--- config.mk ---
export PLATFORM = sky130hd
export DESIGN_NAME = fetch_ctrl_flat
export DESIGN_NICKNAME = d
export VERILOG_FILES = /design/src/rtl/rv32i_pkg.sv /design/src/rtl/fetch_ctrl_if.sv /design/src/rtl/fetch_ctrl_buf.sv /design/src/rtl/fetch_ctrl.sv /design/src/flat_wrapper.sv
export SDC_FILE = /design/constraint.sdc
export NUM_CORES = 1
export LEC_CHECK = 0
export CAP_MARGIN = 15
export CELL_PAD_IN_SITES_DETAIL_PLACEMENT = 1
export CELL_PAD_IN_SITES_GLOBAL_PLACEMENT = 1
export CORE_MARGIN = 2
export CORE_UTILIZATION = 44
export DETAILED_ROUTE_END_ITERATION = 8
export PLACE_DENSITY = 0.89
export SLEW_MARGIN = 0
export SYNTH_ARGS = -nofsm -noshare
export SYNTH_HDL_FRONTEND = slang
export SYNTH_SLANG_ARGS = --single-unit
--- constraint.sdc ---
create_clock -name i_clk -period 8 [get_ports i_clk]
set_input_delay 1.6 -clock i_clk [delete_from_list [all_inputs] [get_ports i_clk]]
set_output_delay 1.6 -clock i_clk [all_outputs]
set_load 0.005 [all_outputs]
--- src/rtl/rv32i_pkg.sv ---
// -----------------------------------------------------------------------------
// rv32i_pkg
//   Shared RV32I front-end types and constants.
//   XLEN/ILEN        : datapath and instruction widths
//   RESET_VECTOR     : default PC of the first fetch after reset
//   fetch_state_t    : fetch sequencer states
//   fetch_entry_t    : one buffered instruction together with its PC
//   align_word()     : clears the byte-offset bits of an address
// -----------------------------------------------------------------------------
package rv32i_pkg;

    localparam int XLEN = 32;
    localparam int ILEN = 32;

    localparam logic [XLEN-1:0] RESET_VECTOR = 32'h0000_0000;

    typedef enum logic [1:0] {
        IDLE,
        REQ,
        WAIT,
        DROP
    } fetch_state_t;

    typedef struct packed {
        logic [XLEN-1:0] pc;
        logic [ILEN-1:0] insn;
    } fetch_entry_t;

    function automatic logic [XLEN-1:0] align_word(input logic [XLEN-1:0] addr);
        return {addr[XLEN-1:2], 2'b00};
    endfunction

endpackage

--- src/rtl/fetch_ctrl_if.sv ---
// -----------------------------------------------------------------------------
// fetch_ctrl_if
//   Bundles the instruction-memory port, the decode handshake, the redirect
//   input and the fault flag of the fetch sequencer.
//   modport master : the fetch sequencer (fetch_ctrl)
//   modport slave  : the surrounding core / memory / decoder
//   imem  : o_imem_req, o_imem_addr, i_imem_gnt, i_imem_rvalid, i_imem_rdata
//   dec   : o_dec_valid, o_dec_opcode, o_dec_pc, i_dec_ready
//   ctrl  : i_redirect, i_redirect_addr, o_fetch_fault
// -----------------------------------------------------------------------------
interface fetch_ctrl_if;
    import rv32i_pkg::*;

    logic            o_imem_req;
    logic [XLEN-1:0] o_imem_addr;
    logic            i_imem_gnt;
    logic            i_imem_rvalid;
    logic [ILEN-1:0] i_imem_rdata;

    logic            o_dec_valid;
    logic [ILEN-1:0] o_dec_opcode;
    logic [XLEN-1:0] o_dec_pc;
    logic            i_dec_ready;

    logic            i_redirect;
    logic [XLEN-1:0] i_redirect_addr;
    logic            o_fetch_fault;

    modport master (
        output o_imem_req,
        output o_imem_addr,
        input  i_imem_gnt,
        input  i_imem_rvalid,
        input  i_imem_rdata,
        output o_dec_valid,
        output o_dec_opcode,
        output o_dec_pc,
        input  i_dec_ready,
        input  i_redirect,
        input  i_redirect_addr,
        output o_fetch_fault
    );

    modport slave (
        input  o_imem_req,
        input  o_imem_addr,
        output i_imem_gnt,
        output i_imem_rvalid,
        output i_imem_rdata,
        input  o_dec_valid,
        input  o_dec_opcode,
        input  o_dec_pc,
        output i_dec_ready,
        output i_redirect,
        output i_redirect_addr,
        input  o_fetch_fault
    );

endinterface

--- src/rtl/fetch_ctrl_buf.sv ---
// -----------------------------------------------------------------------------
// fetch_buf
//   Synchronous FIFO of fetch_entry_t, BUF_DEPTH entries (power of two, >=2).
//   clk, rst_n : clock, asynchronous active-low reset (pointers/count only)
//   push       : write wr_entry at the tail
//   pop        : drop the head entry
//   flush      : empty the FIFO; wins over push and pop
//   rd_entry   : current head (content undefined when empty)
//   full/empty : occupancy flags
//   count      : number of valid entries
//   A push into a full FIFO is accepted only when a pop frees a slot in the
//   same cycle.
// -----------------------------------------------------------------------------
module fetch_buf
    import rv32i_pkg::*;
#(
    parameter int BUF_DEPTH = 2,
    localparam int PTR_W = $clog2(BUF_DEPTH),
    localparam int CNT_W = PTR_W + 1
) (
    input  logic             clk,
    input  logic             rst_n,
    input  logic             push,
    input  logic             pop,
    input  logic             flush,
    input  fetch_entry_t     wr_entry,
    output fetch_entry_t     rd_entry,
    output logic             full,
    output logic             empty,
    output logic [CNT_W-1:0] count
);

    fetch_entry_t     mem [BUF_DEPTH];
    logic [PTR_W-1:0] wr_ptr;
    logic [PTR_W-1:0] rd_ptr;
    logic             do_push;
    logic             do_pop;

    assign empty    = (count == '0);
    assign full     = (count == CNT_W'(BUF_DEPTH));
    assign do_pop   = pop && !empty;
    assign do_push  = push && (!full || do_pop);
    assign rd_entry = mem[rd_ptr];

    always_ff @(posedge clk or negedge rst_n) begin
        if (!rst_n) begin
            wr_ptr <= '0;
            rd_ptr <= '0;
            count  <= '0;
        end else if (flush) begin
            wr_ptr <= '0;
            rd_ptr <= '0;
            count  <= '0;
        end else begin
            // Pointers wrap naturally because the depth is a power of two.
            if (do_push) wr_ptr <= wr_ptr + PTR_W'(1);
            if (do_pop)  rd_ptr <= rd_ptr + PTR_W'(1);
            count <= count + CNT_W'(do_push) - CNT_W'(do_pop);
        end
    end

    // Storage carries data only, so it is left out of reset.
    always_ff @(posedge clk) begin
        if (do_push && !flush) mem[wr_ptr] <= wr_entry;
    end

endmodule

--- src/rtl/fetch_ctrl.sv ---
// -----------------------------------------------------------------------------
// fetch_ctrl
//   RV32I instruction-fetch sequencer. Owns the PC, issues one request at a
//   time on the req/gnt/rvalid memory port, buffers returned words with their
//   PC in fetch_buf and hands them to decode over valid/ready. A redirect
//   flushes the buffer and discards any response still in flight.
//
//   Parameters : RESET_PC  - PC of the first fetch after reset
//                BUF_DEPTH - instruction buffer entries (power of two, >=2)
//   Ports      : i_clk     - clock, rising edge
//                i_rst_n   - asynchronous active-low reset
//                bus       - fetch_ctrl_if.master (imem port, decode
//                            handshake, redirect, fault flag)
//   Build option FETCH_MISALIGN_FAULT_EN:
//                defined   - a redirect with addr[1:0]!=0 sets a sticky
//                            o_fetch_fault and parks the sequencer in IDLE
//                undefined - low address bits are cleared, o_fetch_fault=0
// -----------------------------------------------------------------------------
module fetch_ctrl
    import rv32i_pkg::*;
#(
    parameter logic [XLEN-1:0] RESET_PC  = RESET_VECTOR,
    parameter int              BUF_DEPTH = 2
) (
    input  logic        i_clk,
    input  logic        i_rst_n,
    fetch_ctrl_if.master bus
);

    localparam int CNT_W = $clog2(BUF_DEPTH) + 1;

    fetch_state_t     state_q, state_d;
    logic [XLEN-1:0]  pc_q, pc_d;
    logic [XLEN-1:0]  req_pc_q;
    logic             req;
    logic             accept;
    logic             push;
    logic             pop;
    logic             outstanding;
    logic             slot_free;
    logic             park;
    fetch_state_t     resume_state;
    logic [CNT_W-1:0] buf_count;
    logic [CNT_W-1:0] in_flight;
    logic             buf_full;
    logic             buf_empty;
    fetch_entry_t     wr_entry;
    fetch_entry_t     head;

    // A request may only go out if its response is guaranteed a slot, so the
    // in-flight request is counted as occupying one.
    assign outstanding = (state_q == WAIT) || (state_q == DROP);
    assign in_flight   = buf_count + CNT_W'(outstanding);
    assign slot_free   = !buf_full && (in_flight < CNT_W'(BUF_DEPTH));

`ifdef FETCH_MISALIGN_FAULT_EN
    logic fault_q;
    logic misaligned;

    assign misaligned = |bus.i_redirect_addr[1:0];
    assign park       = fault_q || (bus.i_redirect && misaligned);

    always_ff @(posedge i_clk or negedge i_rst_n) begin
        if (!i_rst_n) begin
            fault_q <= 1'b0;
        end else if (bus.i_redirect && misaligned) begin
            fault_q <= 1'b1;
        end
    end

    assign bus.o_fetch_fault = fault_q;
`else
    assign park              = 1'b0;
    assign bus.o_fetch_fault = 1'b0;
`endif

    // Where the sequencer goes once nothing stale is left in flight.
    assign resume_state = park ? IDLE : REQ;

    always_comb begin
        state_d = state_q;
        pc_d    = pc_q;
        req     = 1'b0;
        accept  = 1'b0;
        push    = 1'b0;

        if (bus.i_redirect) begin
            pc_d = align_word(bus.i_redirect_addr);
            unique case (state_q)
                // A response still owed by memory must be absorbed in DROP.
                WAIT:    state_d = bus.i_imem_rvalid ? resume_state : DROP;
                DROP:    state_d = bus.i_imem_rvalid ? resume_state : DROP;
                // Memory granted the address it was shown, even though req is
                // withdrawn this cycle; its response must still be swallowed.
                REQ:     state_d = (bus.i_imem_gnt && slot_free) ? DROP : resume_state;
                default: state_d = resume_state;
            endcase
        end else begin
            unique case (state_q)
                IDLE: begin
                    state_d = resume_state;
                end
                REQ: begin
                    req = slot_free;
                    if (req && bus.i_imem_gnt) begin
                        accept  = 1'b1;
                        pc_d    = pc_q + XLEN'(4);
                        state_d = WAIT;
                    end
                end
                WAIT: begin
                    // A gnt seen here is a protocol violation and is ignored.
                    if (bus.i_imem_rvalid) begin
                        push    = 1'b1;
                        state_d = REQ;
                    end
                end
                DROP: begin
                    if (bus.i_imem_rvalid) state_d = resume_state;
                end
                default: state_d = IDLE;
            endcase
        end
    end

    always_ff @(posedge i_clk or negedge i_rst_n) begin
        if (!i_rst_n) begin
            state_q <= IDLE;
            pc_q    <= RESET_PC;
        end else begin
            state_q <= state_d;
            pc_q    <= pc_d;
        end
    end

    // PC of the request in flight; only meaningful while in WAIT.
    always_ff @(posedge i_clk) begin
        if (accept) req_pc_q <= pc_q;
    end

    assign wr_entry.pc   = req_pc_q;
    assign wr_entry.insn = bus.i_imem_rdata;
    assign pop           = !buf_empty && bus.i_dec_ready;

    fetch_buf #(
        .BUF_DEPTH (BUF_DEPTH)
    ) u_buf (
        .clk      (i_clk),
        .rst_n    (i_rst_n),
        .push     (push),
        .pop      (pop),
        .flush    (bus.i_redirect),
        .wr_entry (wr_entry),
        .rd_entry (head),
        .full     (buf_full),
        .empty    (buf_empty),
        .count    (buf_count)
    );

    assign bus.o_imem_req   = req;
    assign bus.o_imem_addr  = pc_q;
    assign bus.o_dec_valid  = !buf_empty;
    assign bus.o_dec_opcode = buf_empty ? '0 : head.insn;
    assign bus.o_dec_pc     = buf_empty ? '0 : head.pc;

endmodule
--- src/flat_wrapper.sv ---
// flat-port wrapper written by rule: the top's interface ports become plain ports
module fetch_ctrl_flat import rv32i_pkg::*;
#(
    parameter logic [XLEN-1:0] RESET_PC  = RESET_VECTOR,
    parameter int              BUF_DEPTH = 2
)
  (i_clk, i_rst_n, bus_o_imem_req, bus_o_imem_addr, bus_i_imem_gnt, bus_i_imem_rvalid, bus_i_imem_rdata, bus_o_dec_valid, bus_o_dec_opcode, bus_o_dec_pc, bus_i_dec_ready, bus_i_redirect, bus_i_redirect_addr, bus_o_fetch_fault);
  fetch_ctrl_if bus_i ();
  input  logic i_clk;
  input  logic i_rst_n;
  output wire logic [$bits(bus_i.o_imem_req)-1:0] bus_o_imem_req;
  output wire logic [$bits(bus_i.o_imem_addr)-1:0] bus_o_imem_addr;
  input wire logic [$bits(bus_i.i_imem_gnt)-1:0] bus_i_imem_gnt;
  input wire logic [$bits(bus_i.i_imem_rvalid)-1:0] bus_i_imem_rvalid;
  input wire logic [$bits(bus_i.i_imem_rdata)-1:0] bus_i_imem_rdata;
  output wire logic [$bits(bus_i.o_dec_valid)-1:0] bus_o_dec_valid;
  output wire logic [$bits(bus_i.o_dec_opcode)-1:0] bus_o_dec_opcode;
  output wire logic [$bits(bus_i.o_dec_pc)-1:0] bus_o_dec_pc;
  input wire logic [$bits(bus_i.i_dec_ready)-1:0] bus_i_dec_ready;
  input wire logic [$bits(bus_i.i_redirect)-1:0] bus_i_redirect;
  input wire logic [$bits(bus_i.i_redirect_addr)-1:0] bus_i_redirect_addr;
  output wire logic [$bits(bus_i.o_fetch_fault)-1:0] bus_o_fetch_fault;
  assign bus_o_imem_req = bus_i.o_imem_req;
  assign bus_o_imem_addr = bus_i.o_imem_addr;
  assign bus_i.i_imem_gnt = bus_i_imem_gnt;
  assign bus_i.i_imem_rvalid = bus_i_imem_rvalid;
  assign bus_i.i_imem_rdata = bus_i_imem_rdata;
  assign bus_o_dec_valid = bus_i.o_dec_valid;
  assign bus_o_dec_opcode = bus_i.o_dec_opcode;
  assign bus_o_dec_pc = bus_i.o_dec_pc;
  assign bus_i.i_dec_ready = bus_i_dec_ready;
  assign bus_i.i_redirect = bus_i_redirect;
  assign bus_i.i_redirect_addr = bus_i_redirect_addr;
  assign bus_o_fetch_fault = bus_i.o_fetch_fault;
  fetch_ctrl #(.RESET_PC(RESET_PC), .BUF_DEPTH(BUF_DEPTH)) u_core (.i_clk(i_clk), .i_rst_n(i_rst_n), .bus(bus_i));
endmodule
==> impl_summary.txt <==
----------------------------------------------------
[Clocking]
  Setup repair bufs after CTS ... 0
  Clock transition at path regs ... 0.07 ns
  Clock tree from TritonCTS ... done
  Insertion delay of the later-clocked pin in the worst-skew pair ... 0.43 ns
  H-tree depth reported by CTS ... 4
  CTS Hold Buffers Added ... 0
  Clock Sink Count ... 190
  Clock root cell ... sky130_fd_sc_hd__clkbuf_16
  Number of resized instances in the post-cts repair step ... 0
  Bufs on Longest Clock Path ... 2
  TritonCTS Buffers ... 17

[Layout]
  Summed area of non-filler cells in the final layout ... 10100 µm²
  Share of final-layout standard cells stronger than drive strength 1 ... 0.0656
  Area used by multi-input combinational logic ... 2040 µm²
  Net count, final ... about 780
  Layout Utilization ... 0.589
  Growth of design area from synthesis to finish ... 31.5%
  Area occupied by registers ... 5530 µm²
  Fill cell instance count of the final layout ... around 1700
  Count of antenna diodes in the layout ... 0

[Timing]
  Final setup violation count ... 0
  Max Clock Skew ... ~0.0085 ns
  Post-route setup slack ... approximately 2.7 ns
  Slew of the pin with the lowest slew margin ... 1.13 ns
  Total count of max-transition violations in the final report ... 0
  Worst-case hold slack ... 0.454 ns
  RSZ-0062 raised after global routing ... false
  Minimum clock period ... roughly 5.3 ns
  Tcrit/Tclk final ... 0.664
  Peak Freq ... between 150 and 200 MHz
  Final sum of negative setup slack ... 0 ns
  Worst slew margin relative to its limit ... 0.249
  Count of final hold-check violations ... 0

[Worst setup path]
  Source of the worst register-to-register timing path ... u_core.u_buf.count[1]
  Nature of the critical path startpoint ... input pin
  Arrival @ worst endpoint ... 3.71 ns
  Type of the setup path with the least slack ... input pin to output pin
  Maximum single-stage delay on the critical path ... 1.00 ns
  Slowest CP cell ... sky130_fd_sc_hd__nor4b_1
  Data required time at the worst endpoint ... 6.40 ns
  Type of element capturing the critical path ... output pin
  Launching instance or port of the critical path ... bus_i_redirect
  Cell-by-cell listing of the critical path ... buf_2 -> nor4b_1 -> clkdlybuf4s50_1
  Worst-path maximum fanout ... 62

[Floorplan]
  Placement row count ... 48
  Vert. Die Dim ... between 100 and 150 µm
  Overall die area ... 18600 µm²
  Initial Util ... 0.448
  Placeable Area ... 17200 µm²
  Count of pins on the block boundary ... 169
  Die width ... 136 µm

[Routing]
  Number of violations reported at the end of detailed-routing iteration 0 ... 317
  DRT antenna net count ... 0
  Length of the first detailed-routing pass in iterations ... 4
  Routed WL ... 19700 µm
  Wirelength per Cell ... 20.9 µm
  Residual DRC ... 0
  Via count ... approximately 5100
  Vias per Instance ... 5.38

[Synthesis]
  Post-synth EDFFs ... ~150
  Synthesized area per cell ... 14.2 µm²
  Number of distinct library cells after synthesis ... 42
  Yosys warning total ... 0
  Instance count of the mapped netlist ... 543
  Share of the yosys chip area belonging to registers ... 0.718
  Total of flip-flops plus latches after synthesis ... 190
  Fraction of registers with async set or reset after synthesis ... 0.189
  Commonest register cell after synthesis ... sky130_fd_sc_hd__edfxtp_1
  Post-synthesis instance area ... 7690 µm²

[Min path]
  Worst min path class ... flip-flop to flip-flop
  Hold Crit Start ... u_core.req_pc_q[29]

[Power]
  Peak VDD IR ... 0.191 mV
  Switching share of power ... 0.290
  Combinational group share of total power ... 0.284
  Cell Pwr Density ... 300 nW/µm²
  Net switching power ... 0.879 mW
  Cell-internal power ... 2.15 mW
  Clock share of power ... 0.285
  Part of the total power dissipated in sequential elements ... 0.430
  Leakage Power ... 3.36 nW

[GRT]
  Global router's overall resource usage ... 0.219
  First-pass GRT wire length ... 30300 µm
  Antenna violations before repair ... 0
  Total global routing overflow ... 0
  Maximum number of pins on one net before global-route repair ... 64
  Vias in the first global route ... 5412

[Placed design]
  Routability cong. ... 0.824
  Port Buffers ... 161
  Placement Cell Area ... 9510 µm²
  HPWL Detailed ... 12700 µm
  Placement-stage worst setup slack ... 2.94 ns

[Job]
  Max Cap Violations ... 0

[Status]
  Result of the run ... finished, final reports clean

----------------------------------------------------
-- critical path: cells and delay by family --
family / cells / cell delay [ns]
buffers and inverters: 2 / 1.09
and+or+nand+nor: 1 / 1.00
-- per-layer routing --
| metal | track usage | wire length [µm] | up-vias |
|---|---|---|---|
| met5 | 0 | 0 | - |
| met4 | 0.0845 | 417 | 0 |
| met3 | 0.0429 | 972 | 29 |
| met2 | 0.381 | 10100 | 185 |
| met1 | 0.269 | 8130 | 2536 |
| li1 | - | - | 2313 |
-- flip-flops by register name, indices dropped and copies added, names as in the netlist --
name / flops
u_core.state_q: 2
u_core.bus.o_imem_addr: 30
u_core.u_buf.mem: 124
u_core.u_buf.wr_ptr: 1
u_core.u_buf.count: 2
u_core.req_pc_q: 30
u_core.u_buf.rd_ptr: 1
-- cells in the mapped netlist, drive strengths merged, types with 2 or more instances --
cell type  count  area (µm²)
xnor2         12         105
nor2          77         289
nor4           9        56.3
nand2b         4        25.0
buf            9        60.1
a221o          6        60.1
nor2b          2        12.5
or3            2        12.5
inv            5        18.8
nor3          10        50.1
ha             2        25.0
a21oi          3        15.0
a31oi          2        12.5
and4           3        26.3
clkbuf        20        75.1
o21ai         27         135
xor2           9        78.8
mux2i         63         631
nor3b          2        15.0
nand3         17        85.1
edfxtp       154        4620
dfrtp         36         901
o311ai         3        26.3
nor4b          2        17.5
and3           3        18.8
nand2         42         158
nand4          7        50.1
o221ai         2        17.5
-- kinds of logic after synthesis --
logic type	share of synthesized area
compound gates	0.0377
mux	0.0820
other cells	0.000487
buf+inv	0.0200
fa+ha+maj	0.00325
simple gates	0.115
flops	0.718
xor+xnor	0.0239
-- through the flow --
stage	power, mW	instances
finish	3.03	941
detailed placement	2.19	909
floorplan	1.65	547
global route	3.17	941
CTS	3.06	941
global placement	2.14	909
-- worst paths after layout --
check | to | slack, ns | depth (start not counted)
worst max-delay path | bus_o_imem_req | 2.69 | 3
worst min-delay path | u_core.u_buf.mem[0][61] | 0.45 | 0
min in group asynchronous | u_core.bus.o_imem_addr[23] | 1.28 | 1
max in group asynchronous | u_core.u_buf.rd_ptr | 6.06 | 1
worst min register to register | u_core.u_buf.mem[0][61] | 0.45 | 0
worst max register to register | u_core.bus.o_imem_addr[19] | 4.71 | 6
-- power by group through the flow --
stage / clock, mW / sequential (mW) / combinational [mW]
global placement: 0 / 1.31 / 0.833
detailed placement: 0 / 1.32 / 0.869
CTS: 0.878 / 1.31 / 0.879
floorplan: 0 / 1.23 / 0.426
global route: 0.914 / 1.32 / 0.936
finish: 0.865 / 1.30 / 0.862
-- cell type report --
cell class,count,share of cell area
clock buffers,22,0.0459
clock inverters,10,0.0137
inverters,5,0.00186
multi-input cells,323,0.202
flip-flops and latches,190,0.547
well taps,225,0.0278
repair buffers,166,0.162
-- placed cells by master, fill, tap and decap left out, types with 12 or more instances in the layout --
| cell | count |
|---|---|
| sky130_fd_sc_hd__dfrtp_1 | 35 |
| sky130_fd_sc_hd__edfxtp_1 | 154 |
| sky130_fd_sc_hd__xnor2_1 | 12 |
| sky130_fd_sc_hd__mux2i_1 | 63 |
| sky130_fd_sc_hd__nand2_1 | 42 |
| sky130_fd_sc_hd__nor2_1 | 76 |
| sky130_fd_sc_hd__o21ai_0 | 26 |
| sky130_fd_sc_hd__nand3_1 | 17 |
| sky130_fd_sc_hd__clkdlybuf4s50_1 | 159 |
| sky130_fd_sc_hd__clkbuf_16 | 17 |
(Power assumes the default switching activity.)
